===== src/rtl/pe_feeder.sv =====
// ----------------------------------------------------------------------------
// pe_feeder
//
// Sequences one convolution pass into a PE array. It loads KERNEL_SIZE*CHANNELS
// weight beats, pulses an accumulator reset, streams cfg_ifm_beats ifm beats
// and then one psum beat. Each of the three streams passes through a one-entry
// output register, so there is one cycle of latency and no combinational path
// from an upstream valid to the matching downstream valid.
//
// Optional feature (compile-time macro):
//   PE_FEEDER_PSUM_EN  defined   : the psum beat is fetched from src_psum_*.
//                      undefined : src_psum_ready is tied low, and an all-zero
//                                  psum beat is issued in PSUM on its own.
//
// Ports
//   clk, rst            clock and synchronous active-high reset
//   start               begins a pass; only looked at in IDLE
//   cfg_ifm_beats       ifm beat count, latched when start is accepted
//   busy, done          state != IDLE / one-cycle pulse in DONE
//   src_wht_*           upstream weight stream  (8*KERNEL_SIZE bits)
//   src_ifm_*           upstream ifm stream     (8*IFM_ROWS bits)
//   src_psum_*          upstream psum stream    (32*PE_COLS bits)
//   wht, wht_i_*        weight stream to the array
//   ifm, if_i_*         ifm stream to the array
//   psum, psum_i_*      psum stream to the array
//   reg_sft_en          weight shift enable, high on each weight handshake
//   acc_rst             high only in ARST
//   psum_acc_start      high on the first cycle of PSUM
//   mul_une, add_une    multiplier / adder disable flags
// ----------------------------------------------------------------------------
module pe_feeder #(
    parameter int CHANNELS    = 4,
    parameter int KERNEL_SIZE = 3,
    parameter int PE_COLS     = 8,
    parameter int IFM_ROWS    = 10
) (
    input  logic                      clk,
    input  logic                      rst,
    input  logic                      start,
    input  logic [7:0]                cfg_ifm_beats,
    output logic                      busy,
    output logic                      done,

    input  logic [8*KERNEL_SIZE-1:0]  src_wht_data,
    input  logic                      src_wht_valid,
    output logic                      src_wht_ready,
    input  logic [8*IFM_ROWS-1:0]     src_ifm_data,
    input  logic                      src_ifm_valid,
    output logic                      src_ifm_ready,
    input  logic [32*PE_COLS-1:0]     src_psum_data,
    input  logic                      src_psum_valid,
    output logic                      src_psum_ready,

    output logic [8*KERNEL_SIZE-1:0]  wht,
    output logic                      wht_i_valid,
    input  logic                      wht_i_ready,
    output logic [8*IFM_ROWS-1:0]     ifm,
    output logic                      if_i_valid,
    input  logic                      if_i_ready,
    output logic [32*PE_COLS-1:0]     psum,
    output logic                      psum_i_valid,
    input  logic                      psum_i_ready,

    output logic                      reg_sft_en,
    output logic                      acc_rst,
    output logic                      psum_acc_start,
    output logic                      mul_une,
    output logic                      add_une
);

    localparam int WHT_BEATS = KERNEL_SIZE * CHANNELS;
    localparam int WCW       = $clog2(WHT_BEATS + 1);

    typedef enum logic [2:0] {IDLE, WLOAD, ARST, IFM, PSUM, DONE} state_t;

    state_t               state;
    logic [WCW-1:0]       wht_acc;      // beats accepted from src_wht
    logic [WCW-1:0]       wht_cnt;      // beats handed to the array
    logic [7:0]           ifm_target;
    logic [7:0]           ifm_acc;
    logic [7:0]           ifm_cnt;
    logic                 psum_fetched; // the single psum beat has been loaded

    logic                 wht_load, wht_drain;
    logic                 ifm_load, if_drain;
    logic                 psum_take_ok, psum_load, psum_drain;
    logic [32*PE_COLS-1:0] psum_src;

    // ------------------------------------------------------------------
    // Handshakes. The source side is gated by the accepted-beat count so a
    // pass never pulls more beats than it will hand downstream, and by rst
    // so an abandoned pass does not complete one last upstream transfer.
    // ------------------------------------------------------------------
    assign src_wht_ready = !rst && (state == WLOAD) && (!wht_i_valid || wht_i_ready)
                           && (wht_acc < WCW'(WHT_BEATS));
    assign wht_load      = src_wht_valid && src_wht_ready;
    assign wht_drain     = wht_i_valid && wht_i_ready;

    assign src_ifm_ready = !rst && (state == IFM) && (!if_i_valid || if_i_ready)
                           && (ifm_acc < ifm_target);
    assign ifm_load      = src_ifm_valid && src_ifm_ready;
    assign if_drain      = if_i_valid && if_i_ready;

    assign psum_take_ok  = !rst && (state == PSUM) && (!psum_i_valid || psum_i_ready)
                           && !psum_fetched;
    assign psum_drain    = psum_i_valid && psum_i_ready;

`ifdef PE_FEEDER_PSUM_EN
    assign src_psum_ready = psum_take_ok;
    assign psum_load      = psum_take_ok && src_psum_valid;
    assign psum_src       = src_psum_data;
`else
    // The beat is synthesised locally; the upstream psum port is idle.
    logic psum_unused;
    assign psum_unused    = ^{src_psum_data, src_psum_valid};
    assign src_psum_ready = 1'b0;
    assign psum_load      = psum_take_ok;
    assign psum_src       = '0;
`endif

    assign busy       = (state != IDLE);
    assign reg_sft_en = wht_drain;

    // ------------------------------------------------------------------
    // One-entry output registers. A load takes priority over a drain, so a
    // simultaneous load and drain keeps valid high with the new data.
    // NOTE: data registers are reset along with valid so the array never
    // sees stale beats from an abandoned pass; they are flops, not a RAM.
    // ------------------------------------------------------------------
    always_ff @(posedge clk) begin
        if (rst) begin
            wht         <= '0;
            wht_i_valid <= 1'b0;
        end else if (wht_load) begin
            wht         <= src_wht_data;
            wht_i_valid <= 1'b1;
        end else if (wht_drain) begin
            wht_i_valid <= 1'b0;
        end
    end

    always_ff @(posedge clk) begin
        if (rst) begin
            ifm        <= '0;
            if_i_valid <= 1'b0;
        end else if (ifm_load) begin
            ifm        <= src_ifm_data;
            if_i_valid <= 1'b1;
        end else if (if_drain) begin
            if_i_valid <= 1'b0;
        end
    end

    always_ff @(posedge clk) begin
        if (rst) begin
            psum         <= '0;
            psum_i_valid <= 1'b0;
        end else if (psum_load) begin
            psum         <= psum_src;
            psum_i_valid <= 1'b1;
        end else if (psum_drain) begin
            psum_i_valid <= 1'b0;
        end
    end

    // ------------------------------------------------------------------
    // Beat counters, cleared when a pass is accepted.
    // ------------------------------------------------------------------
    always_ff @(posedge clk) begin
        if (rst) begin
            wht_acc      <= '0;
            wht_cnt      <= '0;
            ifm_target   <= '0;
            ifm_acc      <= '0;
            ifm_cnt      <= '0;
            psum_fetched <= 1'b0;
        end else if (state == IDLE && start) begin
            wht_acc      <= '0;
            wht_cnt      <= '0;
            ifm_target   <= cfg_ifm_beats;
            ifm_acc      <= '0;
            ifm_cnt      <= '0;
            psum_fetched <= 1'b0;
        end else begin
            if (wht_load)  wht_acc      <= wht_acc + WCW'(1);
            if (wht_drain) wht_cnt      <= wht_cnt + WCW'(1);
            if (ifm_load)  ifm_acc      <= ifm_acc + 8'd1;
            if (if_drain)  ifm_cnt      <= ifm_cnt + 8'd1;
            if (psum_load) psum_fetched <= 1'b1;
        end
    end

    // ------------------------------------------------------------------
    // Pass sequencer. Control outputs are registered and updated on the
    // transition into the state that owns them.
    // NOTE: every state and output flop here uses <= so all of them see the
    // same pre-edge values; a blocking write would leak into later reads.
    // ------------------------------------------------------------------
    always_ff @(posedge clk) begin
        if (rst) begin
            state          <= IDLE;
            done           <= 1'b0;
            acc_rst        <= 1'b0;
            psum_acc_start <= 1'b0;
            mul_une        <= 1'b1;
            add_une        <= 1'b1;
        end else begin
            psum_acc_start <= 1'b0;
            case (state)
                IDLE: begin
                    if (start) state <= WLOAD;
                end
                WLOAD: begin
                    if (wht_drain && wht_cnt == WCW'(WHT_BEATS - 1)) begin
                        state   <= ARST;
                        acc_rst <= 1'b1;
                    end
                end
                ARST: begin
                    state   <= IFM;
                    acc_rst <= 1'b0;
                    mul_une <= 1'b0;
                end
                IFM: begin
                    // A zero-beat pass spends exactly one cycle here.
                    if (ifm_target == 8'd0 || (if_drain && (ifm_cnt + 8'd1) == ifm_target)) begin
                        state          <= PSUM;
                        add_une        <= 1'b0;
                        psum_acc_start <= 1'b1;
                    end
                end
                PSUM: begin
                    if (psum_drain) begin
                        state   <= DONE;
                        mul_une <= 1'b1;
                        add_une <= 1'b1;
                        done    <= 1'b1;
                    end
                end
                DONE: begin
                    state <= IDLE;
                    done  <= 1'b0;
                end
                default: state <= IDLE;
            endcase
        end
    end

endmodule


===== config.mk =====
export PLATFORM = sky130hd
export DESIGN_NAME = pe_feeder
export DESIGN_NICKNAME = d
export VERILOG_FILES = /design/src/rtl/pe_feeder.sv
export SDC_FILE = /design/constraint.sdc
export NUM_CORES = 1
export LEC_CHECK = 0
export CORE_AREA = 8 8 284 286
export CTS_CLUSTER_DIAMETER = 30
export DETAILED_ROUTE_END_ITERATION = 8
export DIE_AREA = 0 0 292 294
export GPL_ROUTABILITY_DRIVEN = 0
export GPL_TIMING_DRIVEN = 0
export PLACE_DENSITY = 0.35
export SLEW_MARGIN = 20
export SYNTH_ARGS = -nofsm -noshare
export SYNTH_HDL_FRONTEND = slang
export SYNTH_SLANG_ARGS = --single-unit

===== constraint.sdc =====
create_clock -name clk -period 2.3 [get_ports clk]
set_input_delay 0.46 -clock clk [delete_from_list [all_inputs] [get_ports clk]]
set_output_delay 0.46 -clock clk [all_outputs]
set_load 0.02 [all_outputs]

# Word-level counts from Yosys, hierarchy flattened
# Cells that the tools add are included.
[word_totals]
reg_bits = 148
inputBits = 377
[classes]
n_mux = 19
add_sub_neg = 4
order_cmp = 2
n_reduce_logical = 43
n_eq_ne = 11
bitwise_logic = 1
[ops]
columns = ["operator", "n"]
rows = [
  ["1-bit logical AND", 17],
  ["8-bit by 1-bit adder with 8-bit output (second input constant)", 2],
  ["3-bit one-hot mux with 5 select lines", 1],
  ["2-bit nonzero test", 7],
  ["3-bit 2-to-1 mux", 4],
  ["1-bit 2-to-1 mux", 10],
  ["4-bit by 1-bit adder with 4-bit output (second input constant)", 2],
  ["8-bit == test", 1],
  ["8-bit logical NOT", 1],
  ["8-bit < comparator", 1],
  ["1-bit one-hot mux with 2 select lines", 4],
  ["3-bit by 2-bit == test with 1-bit output (second input constant)", 2],
  ["3-bit == test (second input constant)", 2],
  ["2-bit AND reduction", 3],
  ["1-bit logical NOT", 5],
  ["4-bit == test (second input constant)", 1],
  ["1-bit logical OR", 4],
  ["4-bit < comparator (second input constant)", 1],
  ["2-bit by 1-bit != test with 1-bit output (second input constant)", 2],
  ["2-bit != test (second input constant)", 2],
  ["4-bit AND reduction", 1],
  ["2-bit OR reduction", 2],
  ["3-bit by 1-bit == test with 1-bit output (second input constant)", 1],
  ["3-bit logical NOT", 1],
  ["other kinds (3)", 3],
]

# Logic depth before layout (Yosys ltp)
[depth]
word_depth = 6
mapped_depth = 10

# Worst setup path before layout
# No wires, ideal clock.
[synth_path]
path_kind = "input -> register"
start = "in rst"
end = "reg wht[10]"
path_slack_ns = -0.025
arrival_ns = 2.254
stages = 8
n_path_buf = 3
path_cell_list = "clkbuf_1 nand2b_1 nor3_1 and2_1 buf_2 buf_1 nand2_1 a21oi_1"
[synth_via]
elab_chain_cells = 5
[synth_rtl]
columns = ["element", "line_no", "rtl"]
rows = [
  ["start, declared", "38", "input logic rst,"],
  ["1-bit logical NOT", "94", "assign src_wht_ready = !rst && (state == WLOAD) && (!wht_i_valid || wht_i_ready)"],
  ["1-bit logical AND (2 in series)", "94", ""],
  ["1-bit logical AND", "95", "&& (wht_acc < WCW'(WHT_BEATS));"],
  ["named net src_wht_ready", "46", "output logic src_wht_ready,"],
  ["1-bit logical AND", "96", "assign wht_load = src_wht_valid && src_wht_ready;"],
  ["end signal, assigned", "135", "wht <= src_wht_data;"],
  ["end, declared", "54", "output logic [8*KERNEL_SIZE-1:0] wht,"],
]
# The timed path passes the listed nets, and every way through them passes these cells.
# A chain may end at the register's enable or synchronous reset.

# Worst setup path in the final report
[layout_path]
start = "reg ifm_target[4]"
end = "out src_ifm_ready"
[layout_via]
elab_chain_cells = 2
[layout_rtl]
columns = ["element", "line_no", "rtl"]
rows = [
  ["start, declared", "79", "logic [7:0] ifm_target;"],
  ["start signal, assigned", "180", "ifm_target <= cfg_ifm_beats;"],
  ["8-bit < comparator", "100", "&& (ifm_acc < ifm_target);"],
  ["1-bit logical AND", "100", ""],
  ["end, declared", "49", "output logic src_ifm_ready,"],
]
# No other way between the ends.

==> out/metrics.cfg <==
[power_and_ir_drop]
ir_drop_mv=0.393
p_sw_mw=2.07
p_leak_nw=5.50
powerDensity_nw_per_um2=526
comb_power_share_pct=18.0
internal-power_mw=4.92
p_clk_share_pct=44.8
p_seq_share_pct=37.2
p_sw_share_pct=29.7

[setup_path]
crit-reg2reg-launch=ifm_target[4]$_SDFFE_PP0P_
rr_endpoint=ifm_acc[4]$_SDFFE_PP0P_
crit_arrival_ns=1.92
cp_max_fo=2
cp-start-kind=flip-flop
crit_required_ns=1.84
crit_path_end_kind=output port
reg2regPathDepth=10
r2r_slack_ns=0.09
crit_type=flip-flop to output port

[timing]
hold_viol=0
period_share_pct=103
grt_setup_unrepaired=true
fin_skew_ns=0.0107
tightest_slew_ns=1.09
setup_violations=1
setup_ws_ns=-0.0803
fmax_ghz=0.420
maxSlewViolCount=0
period_needed_ns=2.38
maxSlewHeadroom_pct=27.6

[routing]
drt-total-wl_um=37000
via_per_inst=2.86
wl_per_cell_um=14.8
wl_met3_um=4040
drtPass1Iterations=4
wl_met1_um=15000
first_iter_violations=225
top_layer=met5
wl_met2_um=17400
drtAntennaViolNets=0
remaining_drc_errors=0
routed-via-count=7156

[synth]
yosys.area.top_type=dfxtp_1
yosys.cell_count.top_type=buf_4
ys_seq_area_share_pct=38.2
synth_area_leaders=dfxtp_1 (38%), buf_4 (25%), nand2_1 (12%), a21oi_1 (8.3%), ha_1 (1.8%)
yosysWarnings=0
synth_ff_type=dfxtp_1
ys_types=45
synth_top_area_share_pct=38.2
netlist_instances=982
synth_edf_count=0
avgSynthCellArea_sq_um=7.89
synth-seq-cells=148
syn_area_sq_um=7750
ys_top_cells_by_count=buf_4 (258), nand2_1 (249), dfxtp_1 (148)
async_reset_ff_share_pct=0

[placement]
io_buffers=234
hpwl_um=30700
placed_cells_incl_taps=2460

[clock_network]
insertion_delay_ns=0.48
clkTransAtPathRegs_ns=0.07
cts_buffers=17
htree_levels=4
cts_tree=built
root_buffer=clkbuf_16
max-clock-path-buffers=2
clock_sinks=148

[worst_hold_path]
min_to=ifm[9]$_SDFFE_PP0P_
hold_path_class=flip-flop to flip-flop
min_path_cells=2
min_from=ifm[9]$_SDFFE_PP0P_

[job]
cap_violations=0

[floorplanning]
start_util_pct=10.1
die_width_um=292
dieHeight_um=294
core_area_sq_um=76400
rows=102
io_pins=750
dieArea_sq_um=85800

[global_routing]
antenna_found_initial=3
grt_first_pass_wirelength_um=51900
grt_pass1_vias=7201
grt_max_degree=17
overflow=0
grt_usage_pct=8.42

[status]
violations=setup timing
status=finished with violations

[finish]
fin_nets=1886
drive_gt1_share_pct=24.5
area_delta_synth_final_pct=71.5
fin_cells=2500
post-route-util_pct=17.4

-- timing repair --
item,4_1_cts,5_1_grt
hold endpoints to repair,0,0
pin swaps,7,13
gates cloned,0,1
gates resized for setup,71,51
hold buffers,0,0
buffers inserted,5,5
setup endpoints to repair,113,93
-- metal layers --
layer,GRT usage (%),vias to the layer above
met3,4.89,22
met4,2.56,4
met1,9.14,3170
met5,0,-
met2,13.8,263
li1,-,3697
-- flip-flops by register name (all words and copies together) (netlist names), 3 cells and up --
name        count
ifm_cnt         8
wht            24
state           3
wht_cnt         4
ifm            80
ifm_acc         8
wht_acc         4
ifm_target      8
-- per-stage QoR --
| step | power, mW | setup WS (ns) | area (sq um) | TNS (ns) | hold WS, ns |
|---|---|---|---|---|---|
| CTS | 7.13 | -0.249 | 13100 | -1.01 | 0.457 |
| detailed placement | 3.87 | -1.31 | 12300 | -82.64 | 0.447 |
| floorplan | 3.52 | 0.0830 | 8710 | 0 | 0.428 |
| global route | 7.36 | -0.240 | 13300 | -0.807 | 0.474 |
| finish | 6.99 | -0.0803 | 13300 | -0.0803 | 0.453 |
| global placement | 3.87 | -1.28 | 12300 | -78.30 | 0.437 |
-- power groups by stage --
stage          sequential, mW  combinational (mW)  clock, mW
6_report                 2.60                1.26       3.13
5_1_grt                  2.60                1.36       3.41
4_1_cts                  2.60                1.22       3.32
3_5_place_dp             2.67                1.20          0
3_3_place_gp             2.67                1.20          0
2_1_floorplan            2.67               0.848          0
-- worst max path at each step --
stage                                          start                 endpoint  slack [ns]  cells after the start
final                     ifm_target[4]$_SDFFE_PP0P_            src_ifm_ready       -0.08                      7
after global routing      ifm_target[4]$_SDFFE_PP0P_            src_ifm_ready       -0.24                      7
after CTS                 ifm_target[1]$_SDFFE_PP0P_            src_ifm_ready       -0.25                      6
after detailed placement                         rst     ifm[75]$_SDFFE_PP0P_       -1.31                      8
after global placement                           rst     ifm[74]$_SDFFE_PP0P_       -1.28                      8
after floorplan           ifm_target[1]$_SDFFE_PP0P_  ifm_acc[4]$_SDFFE_PP0P_        0.08                      8
-- critical path, stage by stage (launching register included) --
cell and delay, ns:
dfxtp_4 0.36, inv_4 0.03, ha_4 0.20, a21oi_2 0.15, nor2b_2 0.07, a2111oi_4 0.31, o31a_1 0.18, buf_6 0.14
-- layout make-up --
type	instances	area, sq um
clock inverter	14	191
buffer	300	2230
clock buffer	18	439
timing repair buffer	245	2420
antenna	1	2.50
sequential	148	3000
tap	988	1240
inverter	13	51.3
fill	8654	63200
multi-input combinational	773	3720
-- cells by family after synthesis --
| family | synth area share (%) |
|---|---|
| compound gates | 12.0 |
| buf+inv | 28.0 |
| fa+ha+maj | 1.78 |
| flops | 38.2 |
| xor+xnor | 2.60 |
| simple gates | 16.7 |
| other cells | 0.0484 |
| mux | 0.533 |
-- placed cells by master (no fill, tap or decap), types with 7 or more instances in the layout --
cell / count
a21oi_1: 123
nor2_1: 24
dfxtp_1: 135
dfxtp_4: 7
conb_1: 257
nand2_1: 249
xor2_1: 11
buf_4: 270
inv_1: 8
buf_6: 8
nand3_1: 7
clkdlybuf4s50_1: 230
xnor2_1: 12
clkbuf_16: 17
clkbuf_1: 20
No activity file was read; power rests on OpenSTA's default activity.
